### src/rtl/button_irq_if.sv
// CPU-side interrupt bus for the game-pad front end: mask/ack in, request/status out.
interface button_irq_if;
    logic [7:0] mask;
    logic       irq_ack;
    logic       irq;
    logic [3:0] irq_id;
    logic [7:0] pending;
    logic [7:0] held;

    modport slave  (input mask, irq_ack, output irq, irq_id, pending, held);
    modport master (output mask, irq_ack, input irq, irq_id, pending, held);
endinterface

### src/rtl/button_irq_arbiter.sv
// Game-pad front end: per-button sync + debounce, press/auto-repeat event latching,
// and a round-robin arbiter serving one event at a time over an irq/ack handshake.
module button_irq_arbiter #(
    parameter int DEBOUNCE_CYCLES = 4,
    parameter int REPEAT_DELAY    = 16,
    parameter int REPEAT_RATE     = 4
) (
    input  logic clk,
    input  logic nreset,
    input  logic left,
    input  logic right,
    input  logic down,
    input  logic up,
    input  logic select,
    input  logic start,
    input  logic a,
    input  logic b,
    button_irq_if.slave bus
);
    localparam int DB_W = $clog2(DEBOUNCE_CYCLES + 1);
    localparam int RP_W = $clog2(REPEAT_DELAY + 1);
    localparam logic [DB_W-1:0] DB_LAST   = DB_W'(DEBOUNCE_CYCLES - 1);
    localparam logic [RP_W-1:0] RP_LAST   = RP_W'(REPEAT_DELAY - 1);
    localparam logic [RP_W-1:0] RP_RELOAD = RP_W'(REPEAT_DELAY - REPEAT_RATE);

    typedef enum logic {ST_IDLE, ST_GRANT} state_t;

    logic [7:0] w_raw;
    logic [7:0] w_held;
    logic [7:0] w_rise;
    logic [7:0] w_rep_fire;
    logic [7:0] w_set;
    logic [7:0] w_pend_next;
    logic [7:0] r_pending;
    state_t     r_state;
    state_t     w_state_next;
    logic [2:0] r_grant_idx;
    logic [2:0] r_last_grant;
    logic [2:0] w_cand;
    logic [2:0] w_pick;
    logic       w_found;
    logic       w_grant_load;
    logic       w_irq;

    assign w_raw = {b, a, start, select, up, down, right, left};

    genvar gi;
    generate
        for (gi = 0; gi < 8; gi++) begin : g_btn
            logic            r_meta;
            logic            r_sync;
            logic            r_held;
            logic            r_held_d;
            logic [DB_W-1:0] r_db_cnt;

            always_ff @(posedge clk or negedge nreset) begin
                if (!nreset) begin
                    r_meta   <= 1'b0;
                    r_sync   <= 1'b0;
                    r_held   <= 1'b0;
                    r_held_d <= 1'b0;
                    r_db_cnt <= '0;
                end else begin
                    r_meta   <= w_raw[gi];
                    r_sync   <= r_meta;
                    r_held_d <= r_held;
                    if (r_sync == r_held) begin
                        r_db_cnt <= '0;
                    end else if (r_db_cnt == DB_LAST) begin
                        r_held   <= ~r_held;
                        r_db_cnt <= '0;
                    end else begin
                        r_db_cnt <= r_db_cnt + 1'b1;
                    end
                end
            end

            assign w_held[gi] = r_held;
            assign w_rise[gi] = r_held & ~r_held_d;

            // Only the movement buttons (left, right, down) auto-repeat.
            if (gi < 3) begin : g_rep
                logic [RP_W-1:0] r_rep_cnt;
                assign w_rep_fire[gi] = r_held && (r_rep_cnt == RP_LAST);
                always_ff @(posedge clk or negedge nreset) begin
                    if (!nreset)
                        r_rep_cnt <= '0;
                    else if (!r_held)
                        r_rep_cnt <= '0;
                    else if (w_rep_fire[gi])
                        r_rep_cnt <= RP_RELOAD;
                    else
                        r_rep_cnt <= r_rep_cnt + 1'b1;
                end
            end else begin : g_norep
                assign w_rep_fire[gi] = 1'b0;
            end
        end
    endgenerate

    assign w_set = (w_rise | w_rep_fire) & bus.mask;

    // A new event landing in the ack cycle wins over the ack clear.
    always_comb begin
        w_pend_next = r_pending;
        if (r_state == ST_GRANT && bus.irq_ack)
            w_pend_next[r_grant_idx] = 1'b0;
        w_pend_next = (w_pend_next | w_set) & bus.mask;
    end

    always_comb begin
        w_state_next = r_state;
        w_grant_load = 1'b0;
        w_found      = 1'b0;
        w_pick       = r_last_grant;
        w_cand       = r_last_grant;
        for (int k = 1; k <= 8; k++) begin
            w_cand = r_last_grant + 3'(k);
            if (!w_found && r_pending[w_cand]) begin
                w_found = 1'b1;
                w_pick  = w_cand;
            end
        end
        case (r_state)
            ST_IDLE: begin
                if (w_found) begin
                    w_state_next = ST_GRANT;
                    w_grant_load = 1'b1;
                end
            end
            ST_GRANT: begin
                if (bus.irq_ack)
                    w_state_next = ST_IDLE;
            end
            default: w_state_next = ST_IDLE;
        endcase
    end

    always_ff @(posedge clk or negedge nreset) begin
        if (!nreset) begin
            r_state      <= ST_IDLE;
            r_pending    <= '0;
            r_grant_idx  <= '0;
            r_last_grant <= 3'd7;
        end else begin
            r_state   <= w_state_next;
            r_pending <= w_pend_next;
            if (w_grant_load) begin
                r_grant_idx  <= w_pick;
                r_last_grant <= w_pick;
            end
        end
    end

    assign w_irq       = (r_state == ST_GRANT);
    assign bus.irq     = w_irq;
    assign bus.irq_id  = w_irq ? ({1'b0, r_grant_idx} + 4'd1) : 4'd0;
    assign bus.pending = r_pending;
    assign bus.held    = w_held;
endmodule

### src/flat_wrapper.sv
// flat-port wrapper written by rule: the top's interface ports become plain ports
module button_irq_arbiter_flat 
#(
    parameter int DEBOUNCE_CYCLES = 4,
    parameter int REPEAT_DELAY    = 16,
    parameter int REPEAT_RATE     = 4
)
  (clk, nreset, left, right, down, up, select, start, a, b, bus_mask, bus_irq_ack, bus_irq, bus_irq_id, bus_pending, bus_held);
  button_irq_if bus_i ();
  input  logic clk;
  input  logic nreset;
  input  logic left;
  input  logic right;
  input  logic down;
  input  logic up;
  input  logic select;
  input  logic start;
  input  logic a;
  input  logic b;
  input wire logic [$bits(bus_i.mask)-1:0] bus_mask;
  input wire logic [$bits(bus_i.irq_ack)-1:0] bus_irq_ack;
  output wire logic [$bits(bus_i.irq)-1:0] bus_irq;
  output wire logic [$bits(bus_i.irq_id)-1:0] bus_irq_id;
  output wire logic [$bits(bus_i.pending)-1:0] bus_pending;
  output wire logic [$bits(bus_i.held)-1:0] bus_held;
  assign bus_i.mask = bus_mask;
  assign bus_i.irq_ack = bus_irq_ack;
  assign bus_irq = bus_i.irq;
  assign bus_irq_id = bus_i.irq_id;
  assign bus_pending = bus_i.pending;
  assign bus_held = bus_i.held;
  button_irq_arbiter #(.DEBOUNCE_CYCLES(DEBOUNCE_CYCLES), .REPEAT_DELAY(REPEAT_DELAY), .REPEAT_RATE(REPEAT_RATE)) u_core (.clk(clk), .nreset(nreset), .left(left), .right(right), .down(down), .up(up), .select(select), .start(start), .a(a), .b(b), .bus(bus_i));
endmodule
### config.mk
export PLATFORM = sky130hd
export DESIGN_NAME = button_irq_arbiter_flat
export DESIGN_NICKNAME = d
export VERILOG_FILES = /design/src/rtl/button_irq_if.sv /design/src/rtl/button_irq_arbiter.sv /design/src/flat_wrapper.sv
export SDC_FILE = /design/constraint.sdc
export NUM_CORES = 1
export LEC_CHECK = 0
export BUFFER_PORTS_ARGS = -buffer_cell sky130_fd_sc_hd__buf_4
export CELL_PAD_IN_SITES_DETAIL_PLACEMENT = 0
export CELL_PAD_IN_SITES_GLOBAL_PLACEMENT = 1
export CORE_ASPECT_RATIO = 1.2
export CORE_UTILIZATION = 48
export DETAILED_ROUTE_END_ITERATION = 8
export GPL_TIMING_DRIVEN = 0
export PLACE_DENSITY_LB_ADDON = 0.1
export SETUP_SLACK_MARGIN = 0.5
export SYNTH_ARGS = -nofsm -noshare
export SYNTH_HDL_FRONTEND = slang
export SYNTH_SLANG_ARGS = --single-unit
export TNS_END_PERCENT = 50
### constraint.sdc
create_clock -name clk -period 3.6 [get_ports clk]
set_input_delay 0.36 -clock clk [delete_from_list [all_inputs] [get_ports clk]]
set_output_delay 0.36 -clock clk [all_outputs]
set_load 0.05 [all_outputs]
==> impl.org, run 1 <==
** Outcome
- Run status :: completed

** Floorplan
- Die H :: 107.5 um
- For this configuration, the core starts out at a cell density of 0.4925.
- Pin placement for this block handled 40 I/O pins.
- Die boundary width :: 89.89 um
- In this run the standard cell core region covers 9034 um^2.
- The die covers 9660 um^2.
- Number of cell rows :: 38

** Critical path
- At the worst endpoint, the arrival time is roughly 3.2 ns.
- Counting stages on the worst path, the most repeated cell is buf_8.
- In this run the worst setup path terminates at u_core.r_grant_idx[2]$_DFFE_PN0P_.
- Reg2Reg Depth :: 13
- Crit path kind :: reg2reg
- Critical register-to-register path endpoint :: u_core.r_grant_idx[2]$_DFFE_PN0P_
- Data on the critical path is required at its endpoint by 3.84 ns.
- Biggest fanout along the worst timing path :: 10
- Worst setup path startpoint :: u_core.r_last_grant[0]$_DFFE_PN1P_
- Critical Path Start Type :: register
- In this run the register-to-register setup slack is between 0.6 and 0.7 ns.
- Critical register-to-register path startpoint :: u_core.r_last_grant[0]$_DFFE_PN1P_
- The critical path goes through buf_8 > inv_2 > buf_8 > ha_4 > buf_8 > buf_12 > mux2_4 > mux4_2 > a211oi_2 > a21o_1 > o21ai_0 > nand3_1 > nand3_2.
- For this run, the slowest stage of the critical path takes 0.56 ns.
- STA classifies the critical path endpoint as a register.
- CP max stage cell :: dfstp_2

** Timing
- Static timing analysis puts the maximum clock frequency at 0.3348 GHz.
- Final Slew Violations :: 0
- The worst pin sits at a relative slew slack of 0.2946.
- Tmin final :: 2.986 ns
- Setup skew after layout :: 0.005922 ns
- Adding up every negative setup slack in the final design gives 0 ns.
- At the pin with the least slew margin, the transition time is 1.058 ns.
- Setup violations, final :: 0
- Setup repair after global routing left no endpoint under its margin.
- Final worst-path setup slack :: roughly 0.61 ns
- Of the available clock period, the critical path in the final layout requires 0.8296.
- The total count of hold-check failures in the final report came to 0.

** Yosys
- For this run, the register share of the synthesized area comes to 0.4845.
- By area the synthesized netlist is led by dfrtp_1 (47%), mux4_2 (6.1%), ha_1 (3.9%).
- Net Count, Synth :: 400
- Yosys printed 0 warnings.
- Among all flip-flop cells after synthesis, the most frequent one is dfrtp_1.
- Largest area contributor in the netlist :: dfrtp_1
- Post-synthesis instance total :: 367
- In this run, synthesis produced a sequential element count of 86.
- Summing every instance area after synthesis gives 4449 um^2.
- Yosys mapped a number of flops with a built-in enable equal to 0.
- Mean instance size in the synthesized netlist :: 12.12 um^2
- In the synthesized netlist the async set-or-reset flop fraction comes to 1.000.
- Unique cell type count in the Yosys netlist :: between 50 and 60
- The share of synthesized area in the top cell type comes to 0.4668.

** Drt
- In the final routed layout, each cell accounts on average for 15.79 um.
- Before antenna repair, the detailed router went through 4 iterations.
- Total wire length after detailed routing :: 8637 um
- Dividing the detail-routed via count by the number of cells gives 5.428.
- Antenna violation net count after detailed routing :: 0
- Total number of vias :: 2969
- In the routed design, unresolved DRC markers number 0.
- In this run, the number of DRC markers left after iteration 0 of detailed routing was 100.

** Placed design
- Routability congestion estimate :: slightly above 0.8
- Placed wire-length estimate :: 6152 um
- OpenSTA, run right after detailed placement, puts the worst setup slack at 0.1959 ns.
- Port buffering added 39 buffers.

** Global routing
- The first global-routing pass estimated 14320 um of wire.
- In the global route stage, met1 resource usage came out at 0.2252.
- Via count of the first global-routing pass :: 2949
- In the global route stage, overall resource usage came out at 0.1933.
- GRT Max-Usage Layer :: met2
- For this run, global-route usage on met2 was measured as 0.3423.
- Antenna violations before repair :: 0
- Sum of overflow across all layers after global routing :: 0
- Met3 Usage GRT :: 0.03884
- Entering global routing, the biggest net connects 87 pins.

** Clocking
- H-Tree Level Count :: 3
- TritonCTS clock tree :: done
- In this run the clock root is driven by a clkbuf_8.
- Worst skew pair latency :: 0.36 ns
- Clock Pin Slew Worst Setup and Hold Paths :: 0.09 ns
- Sinks on Clock Net :: 86
- Number of buffers on the longest clock path :: 2
- Hold buffer count at cts :: 0
- In this run, CTS created clock tree buffers numbering 9.

** Hold path
- Worst min-delay path category :: in2reg

** Power and ir drop
- Maximum resistive drop on vdd :: 0.0004388 V
- Dividing total power by cell area gives a power density of ~1100 nW/um^2.
- After layout, the design draws a total of around 5500 uW.
- Static Leak :: between 0.002 and 0.0025 uW

** Cells and area
- In the layout the commonest cells are dfrtp_1 (83), buf_4 (52), nand2_1 (21).
- Area delta synth->final :: 17.89%
- The net count of the finished layout is 455.
- Leading cell type in the layout, fill and taps excluded :: dfrtp_1
- Measured on the finished design, the core utilization comes to 0.5806.
- 0 antenna diodes ended up in the layout.
- In the final layout, the share of cells above drive strength 1 is 0.3115.

** Job
- Max-cap violation count :: 0
-- cells in the mapped netlist (4+ instances only) --
cell type	number
clkbuf_1	6
buf_4	8
nor2b_1	9
inv_1	11
and3_1	5
mux4_2	12
o21ai_0	11
xor2_1	6
nand3_1	11
dfrtp_1	83
xnor2_1	12
ha_1	14
nor3b_1	19
nand2b_1	9
buf_2	6
mux2i_1	13
nand4_1	4
nor3_1	8
nor2_1	8
nand2_1	22
mux2_2	14
mux4_1	5
a21oi_1	13
and2_1	6
a21boi_0	8
buf_6	4
-- layer usage --
| layer | wire length [um] | share of wire | vias to the layer above |
|---|---|---|---|
| met5 | 0 | 0 | - |
| met4 | 213 | 0.025 | 0 |
| met3 | 354 | 0.041 | 15 |
| met2 | 4489 | 0.52 | 58 |
| met1 | 3579 | 0.41 | 1478 |
| li1 | - | - | 1418 |
-- area by class of cell --
cell class                      instances  area, um^2
Tap cell                              120       150.1
Fill cell                             792        3789
Clock inverter                          7       127.6
Timing Repair Buffer                   44       330.3
Sequential cell                        86        2156
Inverter                               12       47.55
Multi-Input combinational cell        242        2096
Clock buffer                            9       123.9
Buffer                                 27       214.0
-- power by group --
group / internal (uW) / switching, uW / leakage (uW)
Sequential: 1260 / 223 / 0.00109
Clock: 472 / 362 / 0.000126
Combinational: 1450 / 1760 / 0.00125
Total: 3180 / 2340 / 0.00246
-- worst min path at each step --
| stage | endpoint | cells past startpoint | slack, ns | from |
|---|---|---|---|---|
| 4_1_cts | u_core.g_btn[6].r_meta$_DFF_PN0_ | 1 | 0.08 | a |
| 6_report | u_core.g_btn[5].r_meta$_DFF_PN0_ | 1 | 0.1 | start |
| 3_5_place_dp | u_core.g_btn[6].r_sync$_DFF_PN0_ | 0 | 0.34 | u_core.g_btn[6].r_meta$_DFF_PN0_ |
| 2_1_floorplan | u_core.bus.irq$_DFF_PN0_ | 0 | 0.06 | nreset |
| 3_3_place_gp | u_core.g_btn[1].r_sync$_DFF_PN0_ | 0 | 0.33 | u_core.g_btn[1].r_meta$_DFF_PN0_ |
| 5_1_grt | u_core.g_btn[2].r_meta$_DFF_PN0_ | 1 | 0.08 | down |
-- logic make-up (layout without fill, tap and decap cells) --
group	count (synthesis)	count (layout)	synth area share
buf+inv	39	99	0.05231
simple gates	109	109	0.1400
mux	47	47	0.1668
compound gates	54	54	0.08155
xor+xnor	18	18	0.03543
fa+ha+maj	14	14	0.03937
flops	86	86	0.4845
-- repair_timing --
action / 4_1_cts / 5_1_grt
gates resized for setup: 9 / 11
setup endpoints to repair: 7 / 6
buffers inserted: 5 / 0
pin swaps: 3 / 6
gates cloned: 0 / 0
-- worst max-delay path, delay by kind of cell, from the launching register on --
family | cells | cell delay, ns
AO/OA/AOI/OAI | 3 | 0.37
adder cells (fa/ha/maj) | 1 | 0.27
buffers and inverters | 5 | 0.58
flip-flops | 1 | 0.56
multiplexers | 2 | 0.83
AND/OR/NAND/NOR | 2 | 0.25
-- registers in the layout (all words and copies together) (netlist names) --
| signal | cells |
|---|---|
| u_core.g_btn.r_db_cnt | 24 |
| u_core.g_btn.g_rep.r_rep_cnt | 15 |
| u_core.bus.pending | 8 |
| u_core.g_btn.r_held | 8 |
| u_core.g_btn.r_held_d | 8 |
| u_core.g_btn.r_meta | 8 |
| u_core.g_btn.r_sync | 8 |
| u_core.r_grant_idx | 3 |
| u_core.r_last_grant | 3 |
| u_core.bus.irq | 1 |
-- per-stage QoR --
step / hold WS [ns] / cells / cell area, um^2
final: 0.09792 / 547 / 5245
after global routing: 0.07714 / 547 / 5245
after CTS: 0.08129 / 547 / 5204
after detailed placement: 0.3356 / 526 / 4893
after global placement: 0.3318 / 526 / 4893
after floorplan: 0.06441 / 367 / 4451
No activity file was read; power rests on OpenSTA's default activity.
==> inputs of run 2 (changes only) <==
--- a/config.mk
+++ b/config.mk
@@ -9,7 +9,7 @@
 export CELL_PAD_IN_SITES_DETAIL_PLACEMENT = 0
 export CELL_PAD_IN_SITES_GLOBAL_PLACEMENT = 1
 export CORE_ASPECT_RATIO = 1.2
-export CORE_UTILIZATION = 48
+export CORE_UTILIZATION = 44
 export DETAILED_ROUTE_END_ITERATION = 8
 export GPL_TIMING_DRIVEN = 0
 export PLACE_DENSITY_LB_ADDON = 0.1
==> constraint.sdc (replaced) <==
create_clock -name clk -period 2.42 [get_ports clk]
set_input_delay 0.242 -clock clk [delete_from_list [all_inputs] [get_ports clk]]
set_output_delay 0.242 -clock clk [all_outputs]
set_load 0.05 [all_outputs]
==> impl.org, run 2 (synthesized netlist as in run 1, its figures left out) <==
** Outcome
- The run finished, with violations left.
- The checks that failed: negative setup slack.

** Drt
- For this block, the initial DRC count from the detailed router was 99.
- Detailed-route wire length per cell :: 15.67 um
- The detail route stage leaves a number of antenna-violating nets equal to 0.
- The final layout contains routed wiring with a total length of just under 9000 um.
- Using the TritonRoute via totals, the vias-per-cell ratio works out to 5.341.
- Number of design rule violations left after detail routing :: 0
- Total number of vias :: 2980
- Drt first pass iters :: 4

** Floorplan
- The floorplan step set the die width to 93.80 um.
- The total area inside the core boundary comes to 9662 um^2.
- The floorplan has 39 rows.
- DIE AREA :: 10520 um^2
- In this run the count of I/O pins placed on the die edge is 40.
- For this configuration, the core starts out at a cell density of 0.4605.
- Die H :: 112.2 um

** Placed design
- Post-place setup slack :: -0.6932 ns
- Dpl cell area :: 4942 um^2
- Routability congestion estimate :: between 0.8 and 0.9
- The number of placed instances, taps included, is 529.
- Detailed placement ended at an HPWL of 6171 um.
- Number of I/O port buffers :: 39

** Global routing
- Entering global routing, the biggest net connects 87 pins.
- The initial antenna violation count was 0.
- The first global-routing pass estimated 14970 um of wire.
- All-layer global routing usage :: 0.1843
- Sum of overflow across all layers after global routing :: 0
- The number of global-route vias before repair came to 3053.

** Critical path
- STA classifies the critical path startpoint as a register.
- Reg2Reg Depth :: 11
- STA puts the critical path data required time at about 2.6 ns.
- Crit path largest cell delay :: 0.55 ns
- CP max stage cell :: dfstp_2
- STA classifies the critical path endpoint as a register.
- Crit path kind :: reg2reg
- STA puts the critical path data arrival time at 3.08 ns.
- Along the worst path, the maximum fanout reaches 8.
- The critical path goes through buf_8 > inv_4 > buf_12 > ha_4 > buf_8 > buf_12 > mux2_4 > mux4_2 > a221oi_2 > xnor2_1 > o21ai_1.

** Timing
- Endpoints failing hold :: 0
- The final-report max-slew violation count was 0.
- Setup violations remaining at the end of the flow were counted as 7.
- For the final routed database, the setup TNS stands at -2.828 ns.
- For the final database, setup skew stands at 0.007723 ns.
- For the pin with the worst max-slew slack, the measured transition is 1.053 ns.
- After layout, the worst setup slack is -0.4577 ns.
- Static timing analysis puts the maximum clock frequency at 0.3475 GHz.
- After layout, the minimum clock period comes to 2.878 ns.
- Relative max-transition margin :: 0.2982
- Crit share post-route :: 1.189
- Setup repair after global routing could not meet its margin everywhere.

** Job
- Max-cap violation count :: 0

** Power and ir drop
- The share of total power dissipated in sequential elements is 0.249.
- Power spread over the standard cell area amounts to 1615 nW/um^2.
- The worst-case IR drop observed on VDD is between 0.0007 and 0.0008 V.
- The share of total power dissipated in combinational logic is 0.575.
- Of the total power, the clock network draws 0.176.
- Sw frac :: 0.4035
- Internal power comes to ~5200 uW.
- Psw :: 3546 uW
- Static Leak :: 0.002545 uW

** Clocking
- The number of hold buffers added after CTS was 0.
- Cell at the root of the clock tree :: clkbuf_16
- CTS Buf Count :: 9
- Counting every sink on the clock net gives 86.
- After clock tree synthesis, the clock-pin slew on the worst setup and hold paths is ~0.06 ns.
- H-Tree Level Count :: 3
- TritonCTS built the clock tree.
- For the worst-skew pair, the clock arrives at the later sink with an insertion delay of 0.33 ns.
- Number of buffers on the longest clock path :: 2

** Cells and area
- u_core.g_btn.r_db_cnt holds more flip-flops than any other register.
- The register with the most flip-flops in the layout has 24 of them.
- Total number of nets in the final design :: 463
- The area growth from synthesis to layout is 22.27%.
- Number of filler cells placed in the layout :: about 860
- Post-route cell area :: 5440 um^2
- Share of final-layout standard cells stronger than drive strength 1 :: 0.3241
- 0 antenna diodes ended up in the layout.
- Measured on the finished design, the core utilization comes to 0.5631.
- The library cells used most frequently in the layout, excluding fill and tap cells, are dfrtp_1 (83), buf_4 (60), nand2_1 (22).
- Post-route insts no fill :: 558
- Largest registers :: u_core.g_btn.r_db_cnt (24), u_core.g_btn.g_rep.r_rep_cnt (15)
- The library cell used most frequently in the layout, excluding fill and tap cells, is dfrtp_1.

** Hold path
- Counting instances, the worst hold path has a depth of 1.
- The tightest min-delay check is of the in2reg type.
## run 2: repair_timing
action,CTS,global route
setup endpoints to repair,7,8
cloned,0,0
gates resized for setup,9,14
pin swaps,8,15
setup buffers,9,4
## run 2: worst max-delay path, delay by kind of cell (launching register included)
family / cells / cell delay, ns
AOI/OAI and AO/OA: 2 / 0.40
xor gates and xnor gates: 1 / 0.20
adders and majority gates: 1 / 0.26
buffers and inverters: 5 / 0.51
DFF: 1 / 0.55
muxes: 2 / 0.83
## run 2: area by class of cell
type / instances / area (um^2) / share of cell area
flip-flops and latches: 86 / 2156 / 0.3963
multi-input cells: 242 / 2113 / 0.3885
well taps: 123 / 153.9 / 0.02829
inverters: 12 / 55.05 / 0.01012
plain buffers: 27 / 231.5 / 0.04255
clock buffers: 11 / 232.7 / 0.04278
clock inverters: 5 / 107.6 / 0.01978
repair buffers: 52 / 390.4 / 0.07176
## run 2: final timing paths
kind | start | to | slack, ns
max | u_core.r_last_grant[0]$_DFFE_PN1P_ | u_core.r_grant_idx[0]$_DFFE_PN0P_ | -0.46
min | right | u_core.g_btn[1].r_meta$_DFF_PN0_ | 0.02
max reg2reg | u_core.r_last_grant[0]$_DFFE_PN1P_ | u_core.r_grant_idx[0]$_DFFE_PN0P_ | -0.46
min reg2reg | u_core.g_btn[1].r_meta$_DFF_PN0_ | u_core.g_btn[1].r_sync$_DFF_PN0_ | 0.35
max in group asynchronous | nreset | u_core.bus.pending[6]$_DFF_PN0_ | 1.64
min in group asynchronous | nreset | u_core.g_btn[0].r_db_cnt[2]$_DFF_PN0_ | 0.10
## run 2: stage by stage
stage                     power [uW]  hold WS (ns)
after floorplan                 5778      -0.05359
after global placement          6725        0.3322
after global routing            9391     0.0006763
final                           8788       0.01644
after CTS                       8632      0.005243
after detailed placement        6823        0.3347
## run 2: routing by layer
layer / up-vias / GRT usage / wire [um]
li1: 1436 / - / -
met1: 1470 / 0.2397 / 3811
met2: 60 / 0.3032 / 4424
met3: 14 / 0.03388 / 315
met4: 0 / 0.07385 / 194
met5: - / 0 / 0
## run 2: power by group through the flow
stage	registers (uW)	clock network, uW	logic [uW]
final	2190	1540	5060
after global routing	2260	1650	5480
after CTS	2190	1590	4850
after detailed placement	2230	0	4600
after global placement	2220	0	4510
after floorplan	2330	0	3440
